**src/rtl/fns_enc_seq20_pkg.sv**
```systemverilog
// Shared FNS constants, weight table and encoder state encodings for the 20-wire Fibonacci CAC link.
package fns_enc_seq20_pkg;

  localparam int unsigned NBITS   = 20;
  localparam int unsigned FBLEN20 = 15;
  localparam int unsigned DW      = FBLEN20;
  localparam int unsigned IDXW    = 5;

  localparam logic [IDXW-1:0] IDX_MSB = IDXW'(NBITS - 1);

  localparam logic [DW-1:0] FNS01 = 15'd1;
  localparam logic [DW-1:0] FNS02 = 15'd2;
  localparam logic [DW-1:0] FNS03 = 15'd3;
  localparam logic [DW-1:0] FNS04 = 15'd5;
  localparam logic [DW-1:0] FNS05 = 15'd8;
  localparam logic [DW-1:0] FNS06 = 15'd13;
  localparam logic [DW-1:0] FNS07 = 15'd21;
  localparam logic [DW-1:0] FNS08 = 15'd34;
  localparam logic [DW-1:0] FNS09 = 15'd55;
  localparam logic [DW-1:0] FNS10 = 15'd89;
  localparam logic [DW-1:0] FNS11 = 15'd144;
  localparam logic [DW-1:0] FNS12 = 15'd233;
  localparam logic [DW-1:0] FNS13 = 15'd377;
  localparam logic [DW-1:0] FNS14 = 15'd610;
  localparam logic [DW-1:0] FNS15 = 15'd987;
  localparam logic [DW-1:0] FNS16 = 15'd1597;
  localparam logic [DW-1:0] FNS17 = 15'd2584;
  localparam logic [DW-1:0] FNS18 = 15'd4181;
  localparam logic [DW-1:0] FNS19 = 15'd6765;
  localparam logic [DW-1:0] FNS20 = 15'd10946;

  // Largest value representable in 20 non-adjacent Fibonacci digits.
  localparam logic [DW-1:0]    FNS_MAX      = 15'd17710;
  localparam logic [NBITS-1:0] FNS_SAT_CODE = 20'hAAAAA;

  typedef enum logic [1:0] {
    ST_IDLE = 2'd0,
    ST_ENC  = 2'd1,
    ST_DONE = 2'd2
  } enc_state_e;

endpackage

```
**src/rtl/fns_enc_seq20_weight_sel20.sv**
```systemverilog
// Combinational bit-index to FNS weight mux (index k selects weight w(k+1)).
module fns_weight_sel20
  import fns_enc_seq20_pkg::*;
(
  input  logic [IDXW-1:0] idx,
  output logic [DW-1:0]   weight_c
);

  always_comb begin
    weight_c = '0;
    case (idx)
      5'd0:    weight_c = FNS01;
      5'd1:    weight_c = FNS02;
      5'd2:    weight_c = FNS03;
      5'd3:    weight_c = FNS04;
      5'd4:    weight_c = FNS05;
      5'd5:    weight_c = FNS06;
      5'd6:    weight_c = FNS07;
      5'd7:    weight_c = FNS08;
      5'd8:    weight_c = FNS09;
      5'd9:    weight_c = FNS10;
      5'd10:   weight_c = FNS11;
      5'd11:   weight_c = FNS12;
      5'd12:   weight_c = FNS13;
      5'd13:   weight_c = FNS14;
      5'd14:   weight_c = FNS15;
      5'd15:   weight_c = FNS16;
      5'd16:   weight_c = FNS17;
      5'd17:   weight_c = FNS18;
      5'd18:   weight_c = FNS19;
      5'd19:   weight_c = FNS20;
      default: weight_c = '0;
    endcase
  end

endmodule

```
**src/rtl/fns_enc_seq20.sv**
```systemverilog
// Sequential greedy binary-to-FNS encoder, one codeword bit per clock, MSB first.
// Optional range check and saturation enabled by defining FNS_ENC_RANGE_CHK_EN.
module fns_enc_seq20
  import fns_enc_seq20_pkg::*;
(
  input  logic             clk,
  input  logic             rst,
  input  logic [DW-1:0]    in_data,
  input  logic             in_valid,
  output logic             in_ready,
  output logic [NBITS-1:0] code_out,
  output logic             out_valid,
  input  logic             out_ready,
  output logic             err
);

  enc_state_e       state_q, state_d;
  logic [DW-1:0]    rem_q, rem_d;
  logic [IDXW-1:0]  idx_q, idx_d;
  logic [NBITS-1:0] code_q, code_d;
  logic             out_valid_q, out_valid_d;
  logic             in_ready_q, in_ready_d;
  logic             err_q, err_d;
  logic [DW-1:0]    weight_c;

  fns_weight_sel20 u_weight_sel (
    .idx      (idx_q),
    .weight_c (weight_c)
  );

  always_ff @(posedge clk or posedge rst) begin
    if (rst) begin
      state_q     <= ST_IDLE;
      rem_q       <= '0;
      idx_q       <= IDX_MSB;
      code_q      <= '0;
      out_valid_q <= 1'b0;
      in_ready_q  <= 1'b1;
      err_q       <= 1'b0;
    end else begin
      state_q     <= state_d;
      rem_q       <= rem_d;
      idx_q       <= idx_d;
      code_q      <= code_d;
      out_valid_q <= out_valid_d;
      in_ready_q  <= in_ready_d;
      err_q       <= err_d;
    end
  end

  always_comb begin
    state_d     = state_q;
    rem_d       = rem_q;
    idx_d       = idx_q;
    code_d      = code_q;
    out_valid_d = out_valid_q;
    err_d       = err_q;

    case (state_q)
      ST_IDLE: begin
        if (in_valid) begin
          rem_d   = in_data;
          idx_d   = IDX_MSB;
          code_d  = '0;
          state_d = ST_ENC;
`ifdef FNS_ENC_RANGE_CHK_EN
          err_d   = (in_data > FNS_MAX);
`else
          err_d   = 1'b0;
`endif
        end
      end

      ST_ENC: begin
        // Guarded subtract: the compare keeps the remainder from underflowing.
        if (rem_q >= weight_c) begin
          code_d[idx_q] = 1'b1;
          rem_d         = rem_q - weight_c;
        end
        if (idx_q == '0) begin
          state_d     = ST_DONE;
          out_valid_d = 1'b1;
`ifdef FNS_ENC_RANGE_CHK_EN
          if (err_q) code_d = FNS_SAT_CODE;
`endif
        end else begin
          idx_d = idx_q - IDXW'(1);
        end
      end

      ST_DONE: begin
        if (out_ready) begin
          out_valid_d = 1'b0;
          state_d     = ST_IDLE;
        end
      end

      default: begin
        state_d     = ST_IDLE;
        out_valid_d = 1'b0;
      end
    endcase

    in_ready_d = (state_d == ST_IDLE);
  end

  assign in_ready  = in_ready_q;
  assign code_out  = code_q;
  assign out_valid = out_valid_q;
  assign err       = err_q;

endmodule
```
**config.mk**
```make
export PLATFORM = sky130hd
export DESIGN_NAME = fns_enc_seq20
export DESIGN_NICKNAME = d
export VERILOG_FILES = /design/src/rtl/fns_enc_seq20_pkg.sv /design/src/rtl/fns_enc_seq20_weight_sel20.sv /design/src/rtl/fns_enc_seq20.sv
export SDC_FILE = /design/constraint.sdc
export NUM_CORES = 1
export LEC_CHECK = 0
export ABC_AREA = 1
export BUFFER_PORTS_ARGS = -buffer_cell sky130_fd_sc_hd__buf_2
export CORE_AREA = 3 3 85 87
export DETAILED_ROUTE_END_ITERATION = 8
export DIE_AREA = 0 0 88 90
export GPL_TIMING_DRIVEN = 0
export PLACE_DENSITY = 0.75
export SYNTH_ARGS = -nofsm -noshare
export SYNTH_HDL_FRONTEND = slang
export SYNTH_SLANG_ARGS = --single-unit
```
**constraint.sdc**
```tcl
create_clock -name clk -period 2.8 [get_ports clk]
set_input_delay 0.56 -clock clk [delete_from_list [all_inputs] [get_ports clk]]
set_output_delay 0.56 -clock clk [all_outputs]
set_load 0.01 [all_outputs]
```
==> reports/qor.csv <==
stage,metric,value,unit
yosys,synthCells,511,
grt,grt_max_degree,29,
route,drt-vias-per-instance,5.378,
sta,finalHoldViolations,0,
sta,fmax,317.6,MHz
yosys,ys_ff_latch,44,
sta,tns,-10.07,ns
floorplan,fp.dieH,90,um
grt,antenna_found_initial,0,
status,status,"finished, violations left",
yosys,ys.flop_type,dfrtp_1,
route,detail-route-antenna-nets,0,
grt,grt_pass1_vias,3632,
cts,cts.clk_slew.worst_paths,0.09,ns
worst_hold_path,hold_class,input pin to asynchronous set/reset pin,
sta,worst_slack,-0.3482,ns
status,violations,setup timing,
cts,cts.sink_count,44,
cts,cts_max_path_buffers,2,
sta,worst_pin_slew,0.5852,ns
cells_and_area,nets,643,
sta,finalSetupViolCount,35,
cells_and_area,diodes,0,
cts,root_buffer,clkbuf_8,
grt,grt-ovfl-total,0,
place,hpwlAfterDp,7288,um
place,io_buffers,40,
cts,h-tree-depth,2,
critical_path,worstPathRequired,3.00,ns
place,gp_congestion,0.9614,
yosys,synth_cell_types,38,
floorplan,num_rows,29,
sta,slew_headroom,60.98,%
floorplan,io_pins,42,
cells_and_area,fillers,506,
floorplan,dieArea,0.007920,mm2
yosys,yosysWarnings,0,
grt,grtUsageTotal,27.58,%
yosys,synth-async-reset-ratio,100.0,%
cells_and_area,drive_gt1_share,32.11,%
sta,fin_skew,0.007636,ns
cts,cts_buffers,5,
route,remaining_drc_errors,0,
critical_path,worstSetupPathType,register to register,
sta,rsz0062_at_grt,true,
cells_and_area,final_common_cell,nand2_1,
job,maxCapViolations,0,
sta,drv_slew,0,
critical_path,critPathLaunchType,register,
yosys,avgSynthCellArea,6.719,um2
route,wl_per_cell,15.88,um
route,drt_iter0_markers,197,
critical_path,cp_max_fo,8,
floorplan,die_w,88,um
yosys,synth_area,0.003433,mm2
sta,fin_crit_sh,112.4,%
yosys,yosysSeqAreaShare,32.22,%
sta,finalCriticalPeriod,3.148,ns
cts,cts_tree,done,
cts,clkLatencyLatePin,0.30,ns
critical_path,cp-end-kind,register,
grt,grt_first_pass_wirelength,17320,um
cells_and_area,layout_common_cells,"nand2_1, inv_1, nor2_1, buf_2, dfrtp_1",
floorplan,core-area,0.006422,mm2
floorplan,initial_core_util,53.46,%
route,finalWirelength,10770,um
yosys,synth_edf_count,0,
place,place_ws,-0.5580,ns
route,first_pass_iters,5,
yosys,syn-num-nets,554,
route,num_vias,3646,
critical_path,arrival,3.34,ns
cells_and_area,syn2layout_area_growth,34.40,%
-- registers in the layout (all words and copies together), names as in the netlist --
signal     cells
rem_q         15
state_q        2
idx_q          5
code_out      20
in_ready       1
out_valid      1
-- cells in the mapped netlist (all sizes together), types with 2 or more instances --
cell / n / share of area [%]
ha: 23 / 8.4
buf: 11 / 2.7
nand3: 25 / 4.1
inv: 67 / 7.3
clkbuf: 4 / 0.44
a211oi: 3 / 0.66
a21oi: 11 / 1.7
nand2: 188 / 21
nor3: 2 / 0.29
dfrtp: 40 / 29
nor2: 49 / 5.9
xnor2: 2 / 0.51
a22oi: 2 / 0.44
nand4: 5 / 0.91
nand3b: 3 / 0.66
dfstp: 4 / 3.1
o21ai: 61 / 10
-- routing by layer --
layer / up-vias / share of wire, % / global-route usage, % / routed length (um)
met5: - / 0 / 0 / 0
met4: 0 / 3.4 / 13.04 / 367
met3: 29 / 4.8 / 3.656 / 517
met2: 119 / 50 / 45.98 / 5417
met1: 1698 / 41 / 34.53 / 4466
li1: 1800 / - / - / -
-- final cells by class --
class / count / area [um2] / share of cell area [%]
repair buffers: 82 / 666.9 / 14.45
clock buffers: 5 / 68.82 / 1.491
flip-flops and latches: 44 / 1107 / 24.00
multi-input cells: 384 / 2203 / 47.75
clock inverters: 3 / 42.54 / 0.9219
inverters: 68 / 279.0 / 6.047
plain buffers: 15 / 150.1 / 3.254
well taps: 77 / 96.34 / 2.088
-- what timing repair did --
item | in CTS | in global routing
endpoints found under the setup margin | 35 | 35
gates resized for setup | 64 | 24
buffers inserted | 32 | 4
hold buffers | 0 | 0
gates cloned | 4 | 1
pin swaps | 16 | 12
-- worst paths after layout --
kind                                            end  slack (ns)                  from  cells past startpoint
setup / recovery           code_out[12]$_DFFE_PP0P_       -0.35  idx_q[1]$_DFFE_PP1P_                     19
hold / removal                 rem_q[0]$_DFFE_PP0P_        0.24                   rst                      2
setup reg to reg           code_out[12]$_DFFE_PP0P_       -0.35  idx_q[1]$_DFFE_PP1P_                     19
hold reg to reg                rem_q[0]$_DFFE_PP0P_        0.49  rem_q[0]$_DFFE_PP0P_                      2
max in group asynchronous      idx_q[1]$_DFFE_PP1P_        2.01                   rst                      3
min in group clk               state_q[1]$_DFF_PP0_        0.48             out_ready                      2
-- critical path: stages (launching register included) --
cell and delay (ns):
dfstp_2 0.57, clkinvlp_4 0.16, ha_2 0.24, inv_6 0.10, nor2_4 0.06, inv_1 0.07
nand4_1 0.24, ha_4 0.39, nand2_1 0.12, nor2_4 0.15, nand3_2 0.10, nand3_2 0.09
nand2_1 0.06, nand2_2 0.07, nand2_4 0.07, buf_12 0.15, buf_12 0.13, clkbuf_16 0.15
nand2_2 0.06, o21ai_2 0.05
-- logic make-up (layout without fill, tap and decap cells) --
group	after synthesis	count (layout)	synth area share (%)
and+or+nand+nor	274	274	33.31
AOI/OAI and AO/OA	82	82	14.07
other	1	1	0.1092
buffers and inverters	83	173	10.53
muxes	1	1	0.2916
DFF	44	44	32.22
adders and majority gates	24	24	8.965
xor gates and xnor gates	2	2	0.5103
-- through the flow --
step	utilization (%)	hold WS, ns	std cells	area [um2]
after CTS	69.53	0.2514	673	4466
after floorplan	-	0.4488	511	3433
after global placement	58.08	0.4671	628	3730
after detailed placement	58.39	0.4691	629	3750
after global routing	71.85	0.2664	678	4614
final	71.85	0.2413	678	4614
Power is left out: the tool's default activity adds up to more than one toggle a clock period on the data nets, which glitch-free logic cannot reach.
